[config.mk]
export PLATFORM = sky130hd
export DESIGN_NAME = serial_sub_ctrl
export DESIGN_NICKNAME = d
export VERILOG_FILES = /design/src/rtl/serial_sub_ctrl.sv
export SDC_FILE = /design/constraint.sdc
export NUM_CORES = 1
export LEC_CHECK = 0
export BUFFER_PORTS_ARGS = -buffer_cell sky130_fd_sc_hd__buf_2
export CORE_UTILIZATION = 49
export DETAILED_ROUTE_END_ITERATION = 12
export PLACE_DENSITY = 0.73
export SETUP_SLACK_MARGIN = 0.4
export SLEW_MARGIN = 20
export SYNTH_ARGS = -nofsm -noshare
export SYNTH_HDL_FRONTEND = slang
export SYNTH_SLANG_ARGS = --single-unit
[constraint.sdc]
create_clock -name clk -period 1.3 [get_ports clk]
set_input_delay 0.195 -clock clk [delete_from_list [all_inputs] [get_ports clk]]
set_output_delay 0.195 -clock clk [all_outputs]
set_load 0.005 [all_outputs]
[src/rtl/serial_sub_ctrl.sv]
// Bit-serial subtractor controller: streams operands LSB-first through an external
// 1-bit full-subtractor cell and assembles the difference and final borrow.
module serial_sub_ctrl #(
    parameter int WIDTH = 8
) (
    input  logic             clk,
    input  logic             rst,
    input  logic             start,
    input  logic [WIDTH-1:0] a_in,
    input  logic [WIDTH-1:0] b_in,
    output logic             busy,
    output logic             done,
    output logic [WIDTH-1:0] diff,
    output logic             borrow_out,
    output logic             sub_a,
    output logic             sub_b,
    output logic             sub_carry,
    input  logic             sub_our,
    input  logic             sub_next
);

    localparam int CW = (WIDTH > 2) ? $clog2(WIDTH) : 1;
    localparam logic [CW-1:0] LAST = CW'(WIDTH - 1);

    typedef enum logic [1:0] {
        IDLE,
        RUN,
        DONE
    } state_t;

    state_t           state;
    logic [WIDTH-1:0] a_sh;
    logic [WIDTH-1:0] b_sh;
    logic [WIDTH-1:0] work;
    logic             borrow_reg;
    logic [CW-1:0]    cnt;
    logic             running;

    // The cell only ever sees live operand bits while RUN; otherwise it is parked at zero.
    assign running   = (state == RUN);
    assign sub_a     = running & a_sh[0];
    assign sub_b     = running & b_sh[0];
    assign sub_carry = running & borrow_reg;

    always_ff @(posedge clk or posedge rst) begin
        if (rst) begin
            state      <= IDLE;
            a_sh       <= '0;
            b_sh       <= '0;
            work       <= '0;
            borrow_reg <= 1'b0;
            cnt        <= '0;
            busy       <= 1'b0;
            done       <= 1'b0;
            diff       <= '0;
            borrow_out <= 1'b0;
        end else begin
            case (state)
                IDLE: begin
                    done <= 1'b0;
                    if (start) begin
                        a_sh       <= a_in;
                        b_sh       <= b_in;
                        work       <= '0;
                        borrow_reg <= 1'b0;
                        cnt        <= '0;
                        busy       <= 1'b1;
                        state      <= RUN;
                    end
                end
                RUN: begin
                    work       <= {sub_our, work[WIDTH-1:1]};
                    borrow_reg <= sub_next;
                    a_sh       <= a_sh >> 1;
                    b_sh       <= b_sh >> 1;
                    cnt        <= cnt + 1'b1;
                    if (cnt == LAST) begin
                        // Final bit lands straight in the result together with the last borrow.
                        diff       <= {sub_our, work[WIDTH-1:1]};
                        borrow_out <= sub_next;
                        done       <= 1'b1;
                        cnt        <= '0;
                        state      <= DONE;
                    end
                end
                DONE: begin
                    done  <= 1'b0;
                    busy  <= 1'b0;
                    state <= IDLE;
                end
                default: begin
                    state <= IDLE;
                end
            endcase
        end
    end

endmodule

Word level (Yosys, flattened, before mapping)
Cells that the tools add are included.
{ "totals": {"reg_bits": 41, "input_bits": 21, "word_cells": 47} }
{ "op_classes": {"add_sub_neg": 1, "n_eq_ne": 5, "n_mux": 18, "n_bitwise": 3, "reduce_logical": 10} }
{ "ops": {"columns": ["cell", "count"], "rows": [
  ["8-bit one-hot mux with 2 select lines", 3],
  ["8-bit two-way mux", 3],
  ["2-bit AND reduction", 5],
  ["3-bit two-way mux", 2],
  ["1-bit one-hot mux with 2 select lines", 3],
  ["3-bit one-hot mux with 2 select lines", 1],
  ["2-bit nonzero test", 3],
  ["2-bit two-way mux", 2],
  ["2-bit one-hot mux with 2 select lines", 1],
  ["3-bit by 1-bit adder with 3-bit output (second input constant)", 1],
  ["1-bit bitwise AND", 3],
  ["3-bit == test (second input constant)", 1],
  ["1-bit two-way mux", 3],
  ["2-bit by 1-bit == test with 1-bit output (second input constant)", 1],
  ["2-bit == test (second input constant)", 1],
  ["2-bit zero test", 1],
  ["2-bit by 1-bit inequality test with 1-bit output (second input constant)", 1],
  ["2-bit inequality test (second input constant)", 1],
  ["2-bit OR reduction", 1]
]} }

Logic depth before layout (Yosys ltp)
{ "logic_depth": {"depth_word": 4, "ltp_mapped": 5} }

Least setup slack after synthesis
OpenSTA, ideal clock, no wires.
{ "synth_timing": {"path_kind": "reg2reg", "from": "register cnt[0]", "to": "register borrow_out", "t_arrival_ns": 1.313, "slack_ns": -0.138, "path_stages_with_launch": 6, "synth_period_minus_slack_ns": 1.438, "cell_sequence": "dfrtp_1 ha_1 ha_1 nand3b_1 buf_6 mux2_4"} }
{ "synth_between": {"elab_chain_cells": 2} }
{ "synth_rtl": {"columns": ["item", "line", "source"], "rows": [
  ["from (decl)", "36", "logic [CW-1:0] cnt;"],
  ["from (signal assigned)", "76", "cnt <= cnt + 1'b1;"],
  ["3-bit == test", "77", "if (cnt == LAST) begin"],
  ["2-bit AND reduction (no line)", null, null],
  ["to (signal assigned)", "80", "borrow_out <= sub_next;"],
  ["to (decl)", "14", "output logic borrow_out,"]
]} }
Every way passes these cells.
A chain may end at the register's enable or synchronous reset.

Worst setup path in the final report
{ "layout_timing": {"from": "register state[0]", "to": "output port sub_b"} }
{ "layout_between": {"elab_chain_cells": 2} }
{ "layout_rtl": {"columns": ["item", "line", "source"], "rows": [
  ["from (decl)", "31", "state_t state;"],
  ["from (signal assigned)", "47", "state <= IDLE;"],
  ["from (signal assigned)", "68", "state <= RUN;"],
  ["from (signal assigned)", "83", "state <= DONE;"],
  ["2-bit by 1-bit == test with 1-bit output", "40", "assign running = (state == RUN);"],
  ["1-bit bitwise AND", "42", "assign sub_b = running & b_sh[0];"],
  ["to (decl)", "16", "output logic sub_b,"]
]} }
Every way passes these cells.

==> impl_results.md <==
* Main combinational cell family by area after synthesis: compound AO/OA/AOI/OAI gates
* # fillers at 208
* Worst-Margin Slew at 0.399 ns
* Clock slew seen by the registers of the worst setup and hold paths at 0.08 ns
* Num Clock Sinks at 40
* Leakage at 1.41 nW
* Worst slack at placement at -0.145 ns
* Post-route ant nets at 0
* Reg-to-Reg End: diff[5]
* Largest regs: a_sh (8), b_sh (8), diff (8)
* Max-Cap Viols at 0
* TritonRoute pass-1 iters at 4
* Xor-xnor portion of the synthesized cell area at 0%
* Ys Warns at 0
* CP Max Fanout at 5
* Cell repeated most along the worst path: buf_6
* CP Cell Sequence: buf_6, nor2b_4, and2_4, buf_6
* # IOs at 35
* Rows at 22
* Portion of netlist area occupied by mux cells at 7.11%
* Max-slew headroom at 73.4%
* Cell variety after synth at 24
* Post-route setup TNS at -5.70 ns
* Max VDD drop at 1.40 mV
* Post-Layout Cell Count at 269
* Compound-Gate Fraction of Synth Area at 15.9%
* Post-synthesis adder-cell area fraction at 1.32%
* Number of diodes at 0
* Final period util at 118%
* Yosys reg bits at 40
* Post-Syn Instances at 151
* H-tree depth at 2
* Syn_area_per_cell at 12.6 µm²
* Register area share after synthesis at 52.7%
* Delay-heaviest family, CP: flip-flops
* Cell Area, Synth at 1900 µm²
* Port bufs at 34
* Crit path capture type: output pin
* Crit. Startpoint: state[0]
* Die H at 64.3 µm
* First-pass GRT wire length at 8240 µm
* Vias per std cell at 5.67
* Critical Path Start Type: flip-flop
* Final WL at 5320 µm
* Initial Util at 51.5%
* Die width at 64.3 µm
* Die area at 4130 µm²
* Asr flop ratio synth at 100%
* Primary FF master, synth: dfrtp_1
* Global-route congestion overflow total at 0
* Tmin final at 1.54 ns
* RSZ-0062 raised after global routing: yes
* Share of cells above drive strength 1 at 60.6%
* Syn nets at 174
* WP buf/inv at 2
* Required time worst endpoint at 1.11 ns
* Final core utilization at 79.6%
* Root Driver: clkbuf_8
* Via count at 1,525
* Largest net degree at the start of global routing at 24
* All-layer global routing usage at 27.2%
* Routability Congestion at 0.736
* Vias in the first global route at 1,604
* Power density cells at 2390 nW/µm²
* DR iter-0 viols at 81
* R2R setup slack at -0.20 ns
* Setup Skew at 0.00592 ns
* Hold WC Path Type: input pin to async pin
* TritonCTS buffer count at 5
* Final worst slack at -0.236 ns
* DP Cell Count at 234
* Hold WS at -0.115 ns
* WL/cell at 19.8 µm
* Post-DP HPWL at 2560 µm
* Nets@finish at 243
* Worst-skew pair later-pin latency at 0.29 ns
* Critical Path Max Stage Delay at 0.44 ns
* Slowest-stage cell, CP: dfrtp_1
* R2R depth at 5
* Max Buffers Root-to-Sink at 2
* Post-Synth Simple-Gate Area at 15.0%
* Antenna violations before repair at 0
* Crit path DAT at 1.34 ns
* Final Max Slew Viols at 0
* Post-synth EDFFs at 0
* Reg2Reg Launch Point: cnt[1]
* Failing checks: hold timing, setup timing
* DRC at 0
* Final setup viols at 41
* Fmax at 0.651 GHz
* Area of the core at 3690 µm²
* Status: finished with violations
* Synth-to-layout area growth at 54.5%
* CTS tree: done
* Setup CP Type: flip-flop to output pin
* Final Hold Viols at 17
[how the worst max path moves through the flow]
stage,end,cells past startpoint
2_1_floorplan,borrow_out,5
3_3_place_gp,borrow_out,5
3_5_place_dp,diff[3],5
4_1_cts,diff[3],5
5_1_grt,sub_a,4
6_report,sub_b,4
[final cells by class]
type | count | area, µm² | area share (%)
clock buffers | 5 | 68.8 | 2.34
clock inverters | 3 | 42.5 | 1.45
inverters | 17 | 67.6 | 2.30
multi-input cells | 81 | 1040 | 35.5
flip-flops and latches | 40 | 1000 | 34.1
well taps | 48 | 60.1 | 2.05
repair buffers | 75 | 652 | 22.2
[synthesized netlist by cell type, drive strengths merged (2+ instances only)]
cell	count	share of area, %
dfrtp	40	53
inv	17	3.4
nor4b	14	8.1
a22o	13	6.0
nor2	13	2.6
a221oi	12	7.2
buf	12	4.4
mux2	9	7.1
and2	3	0.99
nor2b	3	1.1
nor3b	3	1.2
a211oi	2	0.79
a21oi	2	0.53
ha	2	1.3
nand2b	2	0.66
[cell usage in the layout (no fill, tap or decap), types with 2 or more instances in the layout]
cell / instances
a221oi_4: 2
clkinvlp_4: 2
buf_6: 11
buf_12: 5
and2_4: 2
nor4b_2: 2
buf_16: 2
buf_4: 24
nor3b_1: 2
nor2_1: 13
dfrtp_1: 39
a22o_1: 13
nor2b_4: 2
clkbuf_8: 5
nand2b_4: 2
inv_1: 16
nor4b_4: 12
a211oi_2: 2
mux2_4: 9
a221oi_2: 10
buf_2: 32
[timing repair]
action / 4_1_cts / 5_1_grt
gates cloned: 4 / 0
endpoints found under the setup margin: 54 / 54
hold endpoints to repair: 17 / 17
pin swaps: 9 / 8
buffers inserted: 20 / 3
gates resized for setup: 39 / 7
[cells by family (layout without fill, tap and decap cells)]
group	count (synthesis)	in the layout
flops	40	40
simple gates	39	39
compound gates	31	31
buf+inv	30	100
mux	9	9
fa+ha+maj	2	2
[through the flow]
stage	area, µm²	total power [mW]
floorplan	2030	3.83
global placement	2290	4.36
detailed placement	2290	4.52
CTS	2870	6.64
global route	2940	7.40
finish	2940	7.01
[per-layer routing]
| metal | routed length [µm] | track usage, % |
|---|---|---|
| met1 | 2060 | 31.3 |
| met2 | 2920 | 48.3 |
| met3 | 165 | 5.18 |
| met4 | 169 | 12.2 |
| met5 | 0 | 0 |
[worst register-to-register path: stages (launching register included)]
cell and delay (ns):
dfrtp_1 0.39, ha_2 0.21, ha_4 0.17, nand3b_1 0.14
buf_12 0.16, mux2_4 0.30
[where the power goes]
part / total (mW) / internal (mW) / leakage (nW) / switching [mW]
Combinational: 3.79 / 2.20 / 0.874 / 1.59
Sequential: 2.20 / 1.81 / 0.485 / 0.384
Clock: 1.03 / 0.568 / 0.0541 / 0.460
Note: power is estimated with default switching activity, not from simulation.
